**src/rtl/pong_video_pkg.sv**
```systemverilog
// pong_video_pkg: shared timing constants and types for the pong video path.
//   - Default 640x480@60 and 800x600@60 raster timings (pixels / lines).
//   - sync_pol_e: encoding of the sync polarity parameter.
//   - clog2_min1: counter width helper that never returns 0.
package pong_video_pkg;

    typedef enum logic {
        SYNC_ACTIVE_LOW  = 1'b0,
        SYNC_ACTIVE_HIGH = 1'b1
    } sync_pol_e;

    // 640x480@60, 25.175 MHz nominal pixel clock
    localparam int VGA640_H_ACTIVE = 640;
    localparam int VGA640_H_FP     = 16;
    localparam int VGA640_H_SYNC   = 96;
    localparam int VGA640_H_BP     = 48;
    localparam int VGA640_V_ACTIVE = 480;
    localparam int VGA640_V_FP     = 10;
    localparam int VGA640_V_SYNC   = 2;
    localparam int VGA640_V_BP     = 33;

    // 800x600@60, 40 MHz nominal pixel clock
    localparam int VGA800_H_ACTIVE = 800;
    localparam int VGA800_H_FP     = 40;
    localparam int VGA800_H_SYNC   = 128;
    localparam int VGA800_H_BP     = 88;
    localparam int VGA800_V_ACTIVE = 600;
    localparam int VGA800_V_FP     = 1;
    localparam int VGA800_V_SYNC   = 4;
    localparam int VGA800_V_BP     = 23;

    function automatic int clog2_min1(input int n);
        return (n > 1) ? $clog2(n) : 1;
    endfunction

endpackage

```
**src/rtl/pong_video_counter.sv**
```systemverilog
// pong_video_counter: modulo-N up counter used for the raster x and y counts.
//   clk    : system clock
//   reset  : synchronous active-high clear
//   tick   : advance enable
//   count  : current value, 0..N-1
//   wrap   : tick while count == N-1 (count returns to 0 on this edge)
module pong_video_counter
    import pong_video_pkg::*;
#(
    parameter int N = 800,
    parameter int W = clog2_min1(N)
) (
    input  logic         clk,
    input  logic         reset,
    input  logic         tick,
    output logic [W-1:0] count,
    output logic         wrap
);

    localparam logic [W-1:0] LAST = W'(N - 1);

    assign wrap = tick && (count == LAST);

    always_ff @(posedge clk) begin
        if (reset) begin
            count <= '0;
        end else if (tick) begin
            count <= wrap ? '0 : count + 1'b1;
        end
    end

endmodule

```
**src/rtl/pong_video_timing.sv**
```systemverilog
// pong_video_timing: parametrised VGA raster engine for the pong core.
//   clk, reset          : system clock, synchronous active-high reset
//   enable              : raster run; low parks the raster in the reset state
//   pix_x, pix_y        : current raster coordinate handed to the renderer
//   pix_tick            : one-clk pixel advance strobe
//   pix_active          : coordinate lies inside the visible area
//   line_start          : pix_tick at pix_x == 0
//   frame_start         : pix_tick at pix_x == 0, pix_y == 0
//   red/green/blue_in   : renderer colour for the coordinate issued PIX_LAT ticks ago
//   red/green/blue      : registered colour to the pads (blanked outside active)
//   hsync, vsync        : registered syncs, polarity set by SYNC_POL
//   io_oeb              : pad output enables, active-low, all off during reset
// Optional build macro VGA_TESTPATTERN_EN adds input test_mode, which replaces
// the renderer colour with 8 vertical colour bars.
module pong_video_timing
    import pong_video_pkg::*;
#(
    parameter int H_ACTIVE = VGA640_H_ACTIVE,
    parameter int H_FP     = VGA640_H_FP,
    parameter int H_SYNC   = VGA640_H_SYNC,
    parameter int H_BP     = VGA640_H_BP,
    parameter int V_ACTIVE = VGA640_V_ACTIVE,
    parameter int V_FP     = VGA640_V_FP,
    parameter int V_SYNC   = VGA640_V_SYNC,
    parameter int V_BP     = VGA640_V_BP,
    parameter int COLOR_W  = 4,
    parameter int CLK_DIV  = 2,
    parameter int PIX_LAT  = 1,
    parameter int SYNC_POL = 0,
    localparam int H_TOTAL = H_ACTIVE + H_FP + H_SYNC + H_BP,
    localparam int V_TOTAL = V_ACTIVE + V_FP + V_SYNC + V_BP,
    localparam int XW      = clog2_min1(H_TOTAL),
    localparam int YW      = clog2_min1(V_TOTAL)
) (
    input  logic               clk,
    input  logic               reset,
    input  logic               enable,
`ifdef VGA_TESTPATTERN_EN
    input  logic               test_mode,
`endif
    output logic [XW-1:0]      pix_x,
    output logic [YW-1:0]      pix_y,
    output logic               pix_tick,
    output logic               pix_active,
    output logic               line_start,
    output logic               frame_start,
    input  logic [COLOR_W-1:0] red_in,
    input  logic [COLOR_W-1:0] green_in,
    input  logic [COLOR_W-1:0] blue_in,
    output logic [COLOR_W-1:0] red,
    output logic [COLOR_W-1:0] green,
    output logic [COLOR_W-1:0] blue,
    output logic               hsync,
    output logic               vsync,
    output logic [15:0]        io_oeb
);

    localparam int DIV_W = clog2_min1(CLK_DIV);
    localparam logic [DIV_W-1:0] DIV_LAST = DIV_W'(CLK_DIV - 1);
    localparam logic SYNC_IDLE = (SYNC_POL == int'(SYNC_ACTIVE_HIGH)) ? 1'b0 : 1'b1;

    // Comparisons use one extra bit so a boundary equal to H_TOTAL/V_TOTAL
    // cannot alias to 0 when the total is a power of two.
    localparam int XW1 = XW + 1;
    localparam int YW1 = YW + 1;
    localparam logic [XW1-1:0] H_ACT_END = XW1'(H_ACTIVE);
    localparam logic [XW1-1:0] HS_ON     = XW1'(H_ACTIVE + H_FP);
    localparam logic [XW1-1:0] HS_OFF    = XW1'(H_ACTIVE + H_FP + H_SYNC);
    localparam logic [YW1-1:0] V_ACT_END = YW1'(V_ACTIVE);
    localparam logic [YW1-1:0] VS_ON     = YW1'(V_ACTIVE + V_FP);
    localparam logic [YW1-1:0] VS_OFF    = YW1'(V_ACTIVE + V_FP + V_SYNC);

`ifdef VGA_TESTPATTERN_EN
    localparam int TW = 3 + XW;   // {hs, vs, active, x}
`else
    localparam int TW = 3;        // {hs, vs, active}
`endif

    // Reset and enable-low park the raster identically.
    logic clr;
    assign clr = reset || !enable;

    // ---------------------------------------------------------------------
    // Pixel divider. run delays counting by one clk after release so the
    // first tick lands exactly CLK_DIV clks after enable/reset release.
    // ---------------------------------------------------------------------
    logic             run;
    logic [DIV_W-1:0] div_cnt;

    always_ff @(posedge clk) begin
        if (clr) begin
            run     <= 1'b0;
            div_cnt <= '0;
        end else begin
            run <= 1'b1;
            if (run) div_cnt <= (div_cnt == DIV_LAST) ? '0 : div_cnt + 1'b1;
        end
    end

    assign pix_tick = run && (div_cnt == DIV_LAST);

    // ---------------------------------------------------------------------
    // Raster counters
    // ---------------------------------------------------------------------
    logic h_wrap;
    logic v_wrap_unused;

    pong_video_counter #(.N(H_TOTAL), .W(XW)) u_h_cnt (
        .clk   (clk),
        .reset (clr),
        .tick  (pix_tick),
        .count (pix_x),
        .wrap  (h_wrap)
    );

    pong_video_counter #(.N(V_TOTAL), .W(YW)) u_v_cnt (
        .clk   (clk),
        .reset (clr),
        .tick  (h_wrap),
        .count (pix_y),
        .wrap  (v_wrap_unused)
    );

    assign line_start  = pix_tick && (pix_x == '0);
    assign frame_start = line_start && (pix_y == '0);

    // ---------------------------------------------------------------------
    // Raw timing decode
    // ---------------------------------------------------------------------
    logic [XW1-1:0] x_ext;
    logic [YW1-1:0] y_ext;
    logic           hs_raw, vs_raw, act_raw;

    assign x_ext      = {1'b0, pix_x};
    assign y_ext      = {1'b0, pix_y};
    assign act_raw    = (x_ext < H_ACT_END) && (y_ext < V_ACT_END);
    assign hs_raw     = (x_ext >= HS_ON) && (x_ext < HS_OFF);
    assign vs_raw     = (y_ext >= VS_ON) && (y_ext < VS_OFF);
    assign pix_active = act_raw;

    // ---------------------------------------------------------------------
    // Alignment pipeline: holds timing taps for PIX_LAT ticks so they meet
    // the renderer colour that comes back for the same coordinate.
    // ---------------------------------------------------------------------
    logic [TW-1:0] tap_raw, tap_d;

`ifdef VGA_TESTPATTERN_EN
    assign tap_raw = {hs_raw, vs_raw, act_raw, pix_x};
`else
    assign tap_raw = {hs_raw, vs_raw, act_raw};
`endif

    generate
        if (PIX_LAT == 0) begin : g_no_lat
            assign tap_d = tap_raw;
        end else begin : g_lat
            logic [PIX_LAT-1:0][TW-1:0] tap_pipe;

            always_ff @(posedge clk) begin
                if (clr) begin
                    tap_pipe <= '0;
                end else if (pix_tick) begin
                    tap_pipe[0] <= tap_raw;
                    for (int i = 1; i < PIX_LAT; i++) tap_pipe[i] <= tap_pipe[i-1];
                end
            end

            assign tap_d = tap_pipe[PIX_LAT-1];
        end
    endgenerate

    logic hs_d, vs_d, act_d;
    assign hs_d  = tap_d[TW-1];
    assign vs_d  = tap_d[TW-2];
    assign act_d = tap_d[TW-3];

    // ---------------------------------------------------------------------
    // Colour source
    // ---------------------------------------------------------------------
    logic [COLOR_W-1:0] r_nxt, g_nxt, b_nxt;

`ifdef VGA_TESTPATTERN_EN
    localparam int BAR_W = (H_ACTIVE >= 8) ? H_ACTIVE / 8 : 1;
    logic [XW-1:0] x_d, bar_idx;
    logic [2:0]    bar;

    assign x_d     = tap_d[XW-1:0];
    assign bar_idx = x_d / XW'(BAR_W);
    // Clamp so a non-multiple-of-8 width keeps its last sliver in bar 7.
    assign bar     = (bar_idx > XW'(7)) ? 3'd7 : bar_idx[2:0];
`endif

    always_comb begin
        r_nxt = red_in;
        g_nxt = green_in;
        b_nxt = blue_in;
`ifdef VGA_TESTPATTERN_EN
        if (test_mode) begin
            r_nxt = {COLOR_W{bar[2]}};
            g_nxt = {COLOR_W{bar[1]}};
            b_nxt = {COLOR_W{bar[0]}};
        end
`endif
    end

    // ---------------------------------------------------------------------
    // Pad registers
    // ---------------------------------------------------------------------
    always_ff @(posedge clk) begin
        if (clr) begin
            red   <= '0;
            green <= '0;
            blue  <= '0;
            hsync <= SYNC_IDLE;
            vsync <= SYNC_IDLE;
        end else if (pix_tick) begin
            red   <= act_d ? r_nxt : '0;
            green <= act_d ? g_nxt : '0;
            blue  <= act_d ? b_nxt : '0;
            hsync <= hs_d ^ SYNC_IDLE;
            vsync <= vs_d ^ SYNC_IDLE;
        end
    end

    always_ff @(posedge clk) begin
        io_oeb <= reset ? 16'hFFFF : 16'h0000;
    end

endmodule

```
**config.mk**
```make
export PLATFORM = sky130hd
export DESIGN_NAME = pong_video_timing
export DESIGN_NICKNAME = d
export VERILOG_FILES = /design/src/rtl/pong_video_pkg.sv /design/src/rtl/pong_video_counter.sv /design/src/rtl/pong_video_timing.sv
export SDC_FILE = /design/constraint.sdc
export NUM_CORES = 1
export LEC_CHECK = 0
export CAP_MARGIN = 20
export CORE_MARGIN = 1.5
export CORE_UTILIZATION = 43
export DETAILED_ROUTE_END_ITERATION = 8
export PLACE_DENSITY_LB_ADDON = 0.08
export SYNTH_ARGS = -nofsm -noshare
export SYNTH_HDL_FRONTEND = slang
export SYNTH_SLANG_ARGS = --single-unit
```
**constraint.sdc**
```tcl
create_clock -name clk -period 2.8 [get_ports clk]
set_clock_uncertainty 0.15 [all_clocks]
set_input_delay 0.56 -clock clk [delete_from_list [all_inputs] [get_ports clk]]
set_output_delay 0.56 -clock clk [all_outputs]
set_load 0.01 [all_outputs]
```
* After elaboration in Yosys (flattened, before gate mapping)
Cells that the tools add are included.
** Storage, ports and cells
- Memories :: 0
- Logic and storage cells :: 44
- Output and inout port bits :: 54
- Bits in read-only memories :: 0
- Flip-flop bits (word level) :: 55
- Latch bits :: 0
- Memory bits (writable) :: 0
** Cells by class
- Mux-type cells :: 8
- Equal/unequal tests :: 2
- $mul :: 0
- Shift operators :: 0
- Reduce and logical (&&, ||, !) cells :: 12
- Divide/modulo/power cells :: 0
- $lt $le $gt $ge :: 6
- Add/subtract/negate cells :: 3
- Bitwise operators :: 2
** Operator list (number)
- adder 10 x 1 -> 10 bit (second input constant) :: 2
- equality test 10 bit (second input constant) :: 2
- logical NOT 10 bit :: 2
- less-than comparator 10 bit (second input constant) :: 2
- less-than comparator 10 x 9 -> 1 bit (second input constant) :: 2
- 2-to-1 mux 10 bit :: 2
- 2-to-1 mux 16 bit :: 1
- 2-to-1 mux 4 bit :: 3
- greater-or-equal comparator 10 bit (second input constant) :: 1
- greater-or-equal comparator 10 x 9 -> 1 bit (second input constant) :: 1
- logical AND 1 bit :: 8
- 2-to-1 mux 1 bit :: 2
- NOT 1 bit :: 2
- adder 1 bit (second input constant) :: 1
- logical NOT 1 bit :: 1
- logical OR 1 bit :: 1

* Logic depth before layout (Yosys ltp)
Gate-level depths: netlist (run 1).
- Word-level depth :: 4
- Mapped depth :: 7
- Mapped depth without buffers :: 6

* By module
A second synthesis (run 1) with hierarchy kept.
** Unflattened totals
- Cell total of the unflattened synthesis :: 199
- Area total of the unflattened synthesis :: 1898.1 µm²
** Modules (own cells, without submodules)
- pong_video_timing :: cells an instance 87, instances 1, area an instance 888.4 µm²
- pong_video_counter at u_h_cnt :: cells an instance 56, instances 1, area an instance 506.7 µm²
- pong_video_counter at u_v_cnt :: cells an instance 56, instances 1, area an instance 503.0 µm²

* Worst setup path after synthesis (run 1)
OpenSTA, ideal clock, no wires.
- Kind :: reg2out
- Start point :: register run
- End point :: output frame_start
- Path slack :: 0.393 ns
- Arrival time :: 1.697 ns
- Stages on the path, launching flop included :: 6
- Path through :: dfxtp_1 -> nand2_1 -> clkinv_1 -> nand3_1 -> nor4b_1 -> and4_1
** Between the ends
- Cells in the longest elaborated chain, start to end :: 3
** Ends and longest elaborated chain
- start: declaration :: line pong_video_timing.sv:87 : logic run;
- start signal: assignment :: line pong_video_timing.sv:92 : run <= 1'b0;
- start signal: assignment :: line pong_video_timing.sv:95 : run <= 1'b1;
- logical AND 1 bit :: line pong_video_timing.sv:100 : assign pix_tick = run && (div_cnt == DIV_LAST);
- net pix_tick :: line pong_video_timing.sv:43 : output logic pix_tick,
- logical AND 1 bit :: line pong_video_timing.sv:124 : assign line_start = pix_tick && (pix_x == '0);
- net line_start :: line pong_video_timing.sv:45 : output logic line_start,
- logical AND 1 bit :: line pong_video_timing.sv:125 : assign frame_start = line_start && (pix_y == '0);
- end: declaration :: line pong_video_timing.sv:46 : output logic frame_start,
The timed path passes the listed nets, and every way through them passes these cells.

* Worst setup path in the final report (run 1)
- Start point :: register u_h_cnt.count[5]
- End point :: output line_start
** Between the ends
- Cells in the longest elaborated chain, start to end :: 2
** Ends and longest elaborated chain
- start: declaration :: line pong_video_counter.sv:16 : output logic [W-1:0] count,
- start signal: assignment :: line pong_video_counter.sv:28 : count <= wrap ? '0 : count + 1'b1;
- logical NOT 10 bit :: line pong_video_timing.sv:124
- logical AND 1 bit :: line pong_video_timing.sv:124
- end: declaration :: line pong_video_timing.sv:45
No other way between the ends.

==> impl_metrics.csv, run 1 <==
group,metric,value,unit
status,status,"complete, no violations",
sta,finalSetupViolations,0,
placed_design,dp_slack,0.259,ns
run,cap_violations,0,
cells_and_area,fill_cells,362,
hold_path,hp-start,"g_lat.tap_pipe[0]",
worst_setup_path,cp-start-kind,"flop",
worst_setup_path,cp.arrival,1.93,ns
placed_design,gp_congestion,0.846,
worst_setup_path,critPathRequiredTime,2.09,ns
clock_network,clkSinkCount,40,
yosys,yosysTopAreaCell,"dfxtp_1",
yosys,netlist_area,1780,um2
power_and_ir_drop,finalPower,1.19,mW
die,die_y,67.3,um
power_and_ir_drop,power_density,455,nW/um2
global_routing,gr-usage-all-layers,18.6,%
cells_and_area,mostFrequentLayoutCell,"clkdlybuf4s50_1",
power_and_ir_drop,leakagePower,0.935,nW
die,die_w,67.3,um
clock_network,tritoncts,"done",
yosys,syn-num-nets,217,
sta,rsz0062_at_grt,"no",
clock_network,clkLatencyLatePin,0.29,ns
die,dieArea,4530,um2
global_routing,antenna_found_initial,0,
drt,totalWireLength,4.07,mm
sta,min_period,2.64,ns
die,num_rows,23,
drt,drtPass1Iterations,4,
drt,wl_per_cell,12.9,um
worst_setup_path,rr_worst_depth,6,
worst_setup_path,timing.rr.start,"u_h_cnt.count[5]",
global_routing,grt_overflow_total,0,
sta,timing.setup.tns,0,ns
hold_path,hold_path.class,"flop to flop",
cells_and_area,post-route-cell-area,2620,um2
worst_setup_path,cp_num_buf_inv,2,
cells_and_area,antenna_cells,0,
clock_network,cts_made_buffers,5,
placed_design,placed_cell_area,2470,um2
worst_setup_path,end_kind,"output pin",
cells_and_area,layout.area.seq,801,um2
yosys,ys_types,34,
cells_and_area,area_delta_synth_final,47.2,%
clock_network,path_clk_slew,0.08,ns
drt,viasPerCell,5.25,
sta,relSlewSlack,69.6,%
worst_setup_path,worst_path_max_delay_cell,"clkdlybuf4s50_1",
sta,slew_violations,0,
worst_setup_path,critPathMaxFanout,2,
yosys,yosysWarnings,0,
clock_network,htree_levels,2,
sta,fin_ws,0.158,ns
hold_path,hold_path_end,"g_lat.tap_pipe[0]",
worst_setup_path,r2r_end,"u_v_cnt.count[0]",
global_routing,grt_pass1_vias,1370,
global_routing,grt_max_degree,17,
drt,vias,1653,
clock_network,cts_root_buf,"clkbuf_8",
drt,drc_errors,0,
sta,worst_pin_slew,0.456,ns
power_and_ir_drop,peakVddDrop,0.292,mV
worst_setup_path,cp_top_family,"buffers and inverters",
die,core-area,4000,um2
placed_design,portBuffers,68,
cells_and_area,multi_input_area,808,um2
worst_setup_path,max_stage_delay,0.53,ns
die,start_util,44.5,%
cells_and_area,layout_common_cells,"clkdlybuf4s50_1, dfxtp_1, nand2_1, nor2_1",
worst_setup_path,crit_type,"flop to output pin",
sta,finalCritPeriodShare,94.3,%
sta,holdWs,0.304,ns
yosys,syn-instance-count,198,
drt,antenna_left,0,
sta,max_freq,379,MHz
worst_setup_path,regToRegSetupSlack,0.24,ns
drt,drt_iter0_markers,49,
die,io_pins,69,
yosys,yosysTopAreaCellShare,45.0,%
yosys,yosys-top-cells-area,"dfxtp_1, buf_4, a22o_1",
global_routing,grt_pass1_wl,6.38,mm
worst_setup_path,cp_cell_sequence,"nor4_2, nand3_1, nor4b_2, buf_4, clkdlybuf4s50_1",
clock_network,cts_buffer_depth,2,
clock_network,holdBufCountCts,0,
sta,finalHoldViolCount,0,
yosys,yosys_register_bits,40,
hold_path,hold_depth,2,
cells_and_area,layout-drive-gt1-share,9.06,%
placed_design,hpwl,2.89,mm
cells_and_area,layout.nets,284,
yosys,ys_seq_area_share,45.0,%
yosys,avgSynthCellArea,8.99,um2
-- through the flow --
step | util (%) | cells
2_1_floorplan | - | 198
3_3_place_gp | 61.7 | 307
3_5_place_dp | 61.7 | 307
4_1_cts | 65.1 | 314
5_1_grt | 65.5 | 315
6_report | 65.5 | 315
-- worst max-delay path by stage --
stage | from | to | cells past startpoint
after floorplan | run | frame_start | 5
after global placement | u_h_cnt.count[5] | frame_start | 5
after detailed placement | u_h_cnt.count[5] | frame_start | 5
after CTS | u_h_cnt.count[5] | frame_start | 5
after global routing | u_h_cnt.count[5] | line_start | 5
final | u_h_cnt.count[5] | line_start | 5
-- layer usage --
layer / GRT usage, % / up-vias / share of wire [%]
li1: - / 831 / -
met3: 4.50 / 7 / 6.6
met5: 0 / - / 0
met4: 7.65 / 0 / 1.7
met2: 28.2 / 56 / 45
met1: 25.4 / 759 / 47
-- cells by family after synthesis --
logic type | share of synthesized area [%]
compound gates | 14.8
flops | 45.0
xor+xnor | 4.92
buf+inv | 10.3
simple gates | 22.2
fa+ha+maj | 2.81
-- cell type report --
type | count | share of cell area, %
sequential | 40 | 30.6
clock buffer | 5 | 2.63
timing repair buffer | 81 | 29.8
tap | 50 | 2.39
multi-input combinational | 127 | 30.9
clock inverter | 2 | 2.29
inverter | 10 | 1.43
-- synth_stat cells (all sizes together) --
master / n
clkinv: 1
or4b: 1
nand4: 7
and4: 2
o31ai: 4
nor4b: 2
o41ai: 1
buf: 18
o21ai: 4
o21a: 1
xnor2: 7
nor4: 5
nand3b: 1
a31o: 1
xor2: 3
o211ai: 2
nand3: 9
dfxtp: 40
nor2b: 1
ha: 4
nor2: 15
inv: 9
nand2: 15
or3: 4
a21oi: 13
or4: 3
a22o: 12
nor3: 6
nand2b: 1
and3: 3
clkbuf: 3
-- power breakdown --
group / total [mW] / leakage, nW / switching (mW) / internal (mW)
logic: 0.0689 / 0.548 / 0.0264 / 0.0425
clock network: 0.548 / 0.0642 / 0.197 / 0.351
registers: 0.575 / 0.323 / 0.00457 / 0.571
-- repair_timing --
item / 4_1_cts / 5_1_grt
resized for setup: 1 / 2
pin swaps: 0 / 2
buffers inserted: 0 / 1
setup endpoints to repair: 1 / 1
-- registers in the layout, indices dropped and copies added (netlist names) --
| name | count |
|---|---|
| div_cnt | 1 |
| g_lat.tap_pipe | 3 |
| red | 4 |
| blue | 4 |
| vsync | 1 |
| green | 4 |
| u_v_cnt.count | 10 |
| io_oeb | 1 |
| run | 1 |
| hsync | 1 |
| u_h_cnt.count | 10 |
-- worst register-to-register path: cells and delay by family (launching register included) --
kind            cells  cell delay, ns
compound gates      1            0.36
flops               1            0.33
simple gates        3            1.18
buf+inv             2            0.41
Power figures use the tool's default switching activity.
==> run 2: changes to the inputs <==
--- a/config.mk
+++ b/config.mk
@@ -6,6 +6,7 @@
 export NUM_CORES = 1
 export LEC_CHECK = 0
 export CAP_MARGIN = 20
+export CORE_ASPECT_RATIO = 0.8
 export CORE_MARGIN = 1.5
 export CORE_UTILIZATION = 43
 export DETAILED_ROUTE_END_ITERATION = 8
==> constraint.sdc (replaced) <==
create_clock -name clk -period 2.7 [get_ports clk]
set_clock_uncertainty 0.15 [all_clocks]
set_input_delay 0.54 -clock clk [delete_from_list [all_inputs] [get_ports clk]]
set_output_delay 0.54 -clock clk [all_outputs]
set_load 0.01 [all_outputs]
==> impl_metrics.csv, run 2 (same netlist as run 1, synthesis figures left out) <==
group,metric,value,unit
status,status,"complete, no violations",
global_routing,antenna_found_initial,0,
worst_setup_path,end_kind,"output pin",
clock_network,cts_buffer_depth,2,
die,num_rows,20,
sta,rsz0062_at_grt,"no",
hold_path,hold_path.class,"flop to flop",
global_routing,grt_pass1_wl,6.42,mm
clock_network,tritoncts,"done",
worst_setup_path,cp-start-kind,"flop",
power_and_ir_drop,power_density,448,nW/um2
power_and_ir_drop,leakagePower,0.953,nW
drt,wl_per_cell,12.9,um
sta,min_period,2.56,ns
worst_setup_path,cp_num_buf_inv,1,
sta,holdWs,0.305,ns
global_routing,grt_max_degree,18,
cells_and_area,layout-drive-gt1-share,10.4,%
cells_and_area,fill_cells,326,
placed_design,gp_congestion,0.774,
sta,timing.setup.tns,0,ns
sta,finalHoldViolCount,0,
power_and_ir_drop,power_switching,243,uW
worst_setup_path,cp.arrival,1.87,ns
drt,viasPerCell,5.10,
worst_setup_path,cp_cell_sequence,"and4_1, nor3_1, clkdlybuf4s50_1",
power_and_ir_drop,peakVddDrop,0.282,mV
run,cap_violations,0,
global_routing,grt_overflow_total,0,
cells_and_area,mostFrequentLayoutCell,"clkdlybuf4s50_1",
power_and_ir_drop,power_frac_comb,6.4,%
cells_and_area,antenna_cells,0,
power_and_ir_drop,p_sw_share,20.5,%
worst_setup_path,critPathRequiredTime,2.01,ns
die,die_w,74.9,um
sta,worst_pin_slew,0.413,ns
sta,relSlewSlack,72.4,%
worst_setup_path,worst_path_max_delay_cell,"clkdlybuf4s50_1",
power_and_ir_drop,p_int,940,uW
power_and_ir_drop,finalPower,1.18,mW
drt,vias,1653,
drt,totalWireLength,4.18,mm
clock_network,htree_levels,2,
worst_setup_path,critPathMaxFanout,7,
worst_setup_path,rr_worst_depth,6,
worst_setup_path,max_stage_delay,0.61,ns
placed_design,portBuffers,68,
cells_and_area,fin_cells,324,
cells_and_area,top_regs,"u_h_cnt.count (10), u_v_cnt.count (10)",
placed_design,dpl.cell_count,316,
cells_and_area,area_delta_synth_final,48.3,%
sta,finalCritPeriodShare,94.9,%
placed_design,placed_cell_area,2500,um2
worst_setup_path,crit_type,"flop to output pin",
clock_network,clkSinkCount,40,
clock_network,path_clk_slew,0.08,ns
drt,drt_iter0_markers,74,
worst_setup_path,cp_top_family,"buffers and inverters",
global_routing,grt_pass1_vias,1348,
die,die_y,60.5,um
clock_network,cts_root_buf,"clkbuf_8",
cells_and_area,post-route-cell-area,2640,um2
clock_network,cts_made_buffers,5,
die,start_util,45.9,%
global_routing,gr-usage-all-layers,19.0,%
die,core-area,3880,um2
power_and_ir_drop,pwr-share-seq,50.4,%
sta,finalSetupViolations,0,
clock_network,post-cts-setup-buffers,0,
clock_network,clkLatencyLatePin,0.29,ns
cells_and_area,layout.nets,287,
power_and_ir_drop,p_clk_share,43.3,%
worst_setup_path,cp.depth,3,
die,io_pins,69,
drt,antenna_left,0,
drt,drc_errors,0,
placed_design,hpwl,3.05,mm
hold_path,hold_depth,2,
sta,slew_violations,0,
die,dieArea,4530,um2
drt,drtPass1Iterations,4,
cells_and_area,layout_common_cells,"clkdlybuf4s50_1, dfxtp_1, buf_4",
sta,max_freq,390,MHz
[run 2: metal layers]
layer | GRT usage [%] | vias to the layer above | share of wire, %
li1 | - | 833 | -
met1 | 26.0 | 754 | 48
met2 | 28.4 | 62 | 41
met3 | 6.15 | 4 | 9.4
met4 | 6.23 | 0 | 0.96
met5 | 0 | - | 0
[run 2: final timing paths]
check | from | endpoint | slack, ns
worst max-delay path | u_v_cnt.count[6] | pix_active | 0.14
worst min-delay path | g_lat.tap_pipe[0] | g_lat.tap_pipe[0] | 0.31
worst max register to register | u_h_cnt.count[5] | u_v_cnt.count[8] | 0.27
worst min register to register | g_lat.tap_pipe[0] | g_lat.tap_pipe[0] | 0.31
[run 2: power by group through the flow]
stage | Combinational, mW | Sequential, mW | Clock, mW
finish | 0.0752 | 0.595 | 0.512
CTS | 0.0761 | 0.596 | 0.523
global route | 0.0804 | 0.596 | 0.547
floorplan | 0.0347 | 0.611 | 0
global placement | 0.0756 | 0.609 | 0
detailed placement | 0.0758 | 0.609 | 0
[run 2: layout make-up]
| class | instances | area [um2] | share of cell area, % |
|---|---|---|---|
| well taps | 55 | 68.8 | 2.61 |
| clock inverters | 2 | 38.8 | 1.47 |
| multi-input cells | 127 | 808 | 30.6 |
| flip-flops and latches | 40 | 801 | 30.3 |
| repair buffers | 84 | 802 | 30.4 |
| inverters | 10 | 37.5 | 1.42 |
| clock buffers | 6 | 82.6 | 3.13 |
[run 2: tightest hold or removal path, stage by stage, from the launching register on]
cell and delay [ns]:
dfxtp_1 0.31, nand2_1 0.05, a21oi_1 0.05
[run 2: through the flow]
step,util [%],setup WS [ns]
4_1_cts,68.0,0.0556
6_report,68.0,0.139
3_5_place_dp,64.5,0.163
2_1_floorplan,-,0.313
5_1_grt,68.0,0.0461
3_3_place_gp,64.5,0.202
[run 2: timing repair]
action                     CTS  global route
hold buffers                 0             0
gates cloned                 0             0
gates resized for setup      3             1
hold endpoints to repair     0             0
pin swaps                    0             0
setup endpoints to repair    2             1
==> run 3: changes to the inputs <==
--- a/config.mk
+++ b/config.mk
@@ -6,7 +6,6 @@
 export NUM_CORES = 1
 export LEC_CHECK = 0
 export CAP_MARGIN = 20
-export CORE_ASPECT_RATIO = 0.8
 export CORE_MARGIN = 1.5
 export CORE_UTILIZATION = 43
 export DETAILED_ROUTE_END_ITERATION = 8
==> impl_metrics.csv, run 3 (same netlist as run 1, synthesis figures left out) <==
group,metric,value,unit
drt,antenna_left,0,
clock_network,cts_made_buffers,5,
power_and_ir_drop,leakagePower,0.921,nW
placed_design,gp_congestion,0.848,
power_and_ir_drop,power_frac_comb,6.9,%
sta,timing.setup.tns,0,ns
clock_network,holdBufCountCts,0,
hold_path,hp-start,"g_lat.tap_pipe[0]",
cells_and_area,mostFrequentLayoutCell,"clkdlybuf4s50_1",
power_and_ir_drop,p_int,845,uW
cells_and_area,layout.nets,288,
clock_network,tritoncts,"done",
worst_setup_path,regToRegSetupSlack,0.27,ns
drt,viasPerCell,5.09,
worst_setup_path,r2r_end,"u_v_cnt.count[6]",
worst_setup_path,timing.rr.start,"u_h_cnt.count[5]",
power_and_ir_drop,peakVddDrop,0.349,mV
hold_path,hold_depth,2,
die,die_y,67.3,um
power_and_ir_drop,power_switching,244,uW
power_and_ir_drop,pwr-share-seq,54.7,%
die,core-area,4000,um2
placed_design,hpwl,2.90,mm
global_routing,grt_overflow_total,0,
worst_setup_path,rr_worst_depth,6,
worst_setup_path,max_stage_delay,0.60,ns
sta,finalHoldViolCount,0,
drt,totalWireLength,4.13,mm
sta,max_freq,387,MHz
cells_and_area,top_regs,"u_h_cnt.count (10), u_v_cnt.count (10)",
die,die_w,67.3,um
drt,vias,1630,
cells_and_area,layout_common_cells,"clkdlybuf4s50_1, dfxtp_1, buf_4",
sta,finalSetupViolations,0,
cells_and_area,layout-drive-gt1-share,10.7,%
power_and_ir_drop,power_density,417,nW/um2
sta,slew_violations,0,
sta,worst_pin_slew,0.453,ns
die,io_pins,69,
worst_setup_path,cp.arrival,1.90,ns
drt,drc_errors,0,
die,start_util,44.5,%
sta,finalCritPeriodShare,95.7,%
clock_network,htree_levels,2,
worst_setup_path,cp.depth,4,
worst_setup_path,cp_cell_sequence,"nor4_2, nand3_1, nor4b_2, clkdlybuf4s50_1",
drt,drt_iter0_markers,67,
placed_design,dpl.cell_count,312,
global_routing,grt_pass1_wl,6.39,mm
cells_and_area,antenna_cells,0,
worst_setup_path,cp_top_family,"simple AND/OR/NAND/NOR gates",
placed_design,placed_cell_area,2500,um2
drt,drtPass1Iterations,4,
die,dieArea,4530,um2
cells_and_area,area_delta_synth_final,46.9,%
clock_network,cts_root_buf,"clkbuf_8",
global_routing,antenna_found_initial,0,
worst_setup_path,worst_path_max_delay_cell,"clkdlybuf4s50_1",
cells_and_area,post-route-cell-area,2610,um2
clock_network,clkLatencyLatePin,0.29,ns
run,cap_violations,0,
power_and_ir_drop,p_sw_share,22.4,%
worst_setup_path,cp_num_buf_inv,1,
status,status,"complete, no violations",
cells_and_area,fill_cells,334,
cells_and_area,layout.area.seq,801,um2
power_and_ir_drop,p_clk_share,38.4,%
placed_design,portBuffers,68,
power_and_ir_drop,finalPower,1.09,mW
worst_setup_path,critPathMaxFanout,2,
clock_network,path_clk_slew,0.08,ns
global_routing,gr-usage-all-layers,19.1,%
clock_network,cts_buffer_depth,2,
global_routing,grt_max_degree,18,
clock_network,cts_resized,3,
sta,rsz0062_at_grt,"no",
clock_network,post-cts-setup-buffers,0,
drt,wl_per_cell,12.9,um
worst_setup_path,cp-start-kind,"flop",
global_routing,grt_pass1_vias,1368,
sta,min_period,2.59,ns
hold_path,hold_path_end,"g_lat.tap_pipe[0]",
worst_setup_path,crit_type,"flop to output pin",
clock_network,clkSinkCount,40,
sta,relSlewSlack,69.8,%
cells_and_area,fin_cells,320,
cells_and_area,multi_input_area,808,um2
hold_path,hold_path.class,"flop to flop",
worst_setup_path,end_kind,"output pin",
worst_setup_path,critPathRequiredTime,2.01,ns
die,num_rows,23,
[run 3: changes by cell type in the layout (fill, tap and decap cells not counted)]
| cell | change |
|---|---|
| clkinv_4 | -1 |
| bufinv_16 | -1 |
| buf_4 | +1 |
| clkdlybuf4s50_1 | +1 |
| dlymetal6s2s_1 | -1 |
| clkinvlp_4 | +2 |
[run 3: worst max-delay path by stage]
stage | start | end | slack (ns)
2_1_floorplan | run | frame_start | 0.31
3_3_place_gp | u_h_cnt.count[5] | frame_start | 0.16
3_5_place_dp | u_h_cnt.count[5] | frame_start | 0.1
4_1_cts | u_h_cnt.count[5] | line_start | 0.08
5_1_grt | u_h_cnt.count[5] | line_start | 0.02
6_report | u_h_cnt.count[5] | line_start | 0.11
[run 3: final cells by class]
type	instances	area share [%]
multi-input combinational	127	30.9
tap	50	2.39
timing repair buffer	85	30.9
clock inverter	2	0.574
clock buffer	6	3.16
sequential	40	30.6
inverter	10	1.44
[run 3: tightest hold or removal path: cells and delay by family, from the launching register on]
kind               cells  cell delay (ns)
DFF                    1             0.31
AOI/OAI and AO/OA      1             0.05
and+or+nand+nor        1             0.05
[run 3: stage by stage]
step | hold WS [ns] | worst slack [ns] | utilization (%)
5_1_grt | 0.339 | 0.0203 | 65.3
3_5_place_dp | 0.296 | 0.0991 | 62.6
6_report | 0.306 | 0.115 | 65.3
4_1_cts | 0.307 | 0.0820 | 65.3
2_1_floorplan | 0.282 | 0.313 | -
3_3_place_gp | 0.289 | 0.162 | 62.6
[run 3: power by group through the flow]
stage	registers (mW)	logic (mW)	clock network, mW
after floorplan	0.611	0.0347	0
after global placement	0.609	0.0757	0
after detailed placement	0.609	0.0760	0
after CTS	0.595	0.0761	0.431
after global routing	0.596	0.0815	0.459
final	0.595	0.0754	0.418
[run 3: metal layers]
layer	GRT usage, %	wire length [um]	vias to the layer above
met5	0	0	-
met4	6.12	48	0
met3	6.67	308	5
met2	29.5	1790	57
met1	25.0	1980	724
li1	-	-	844
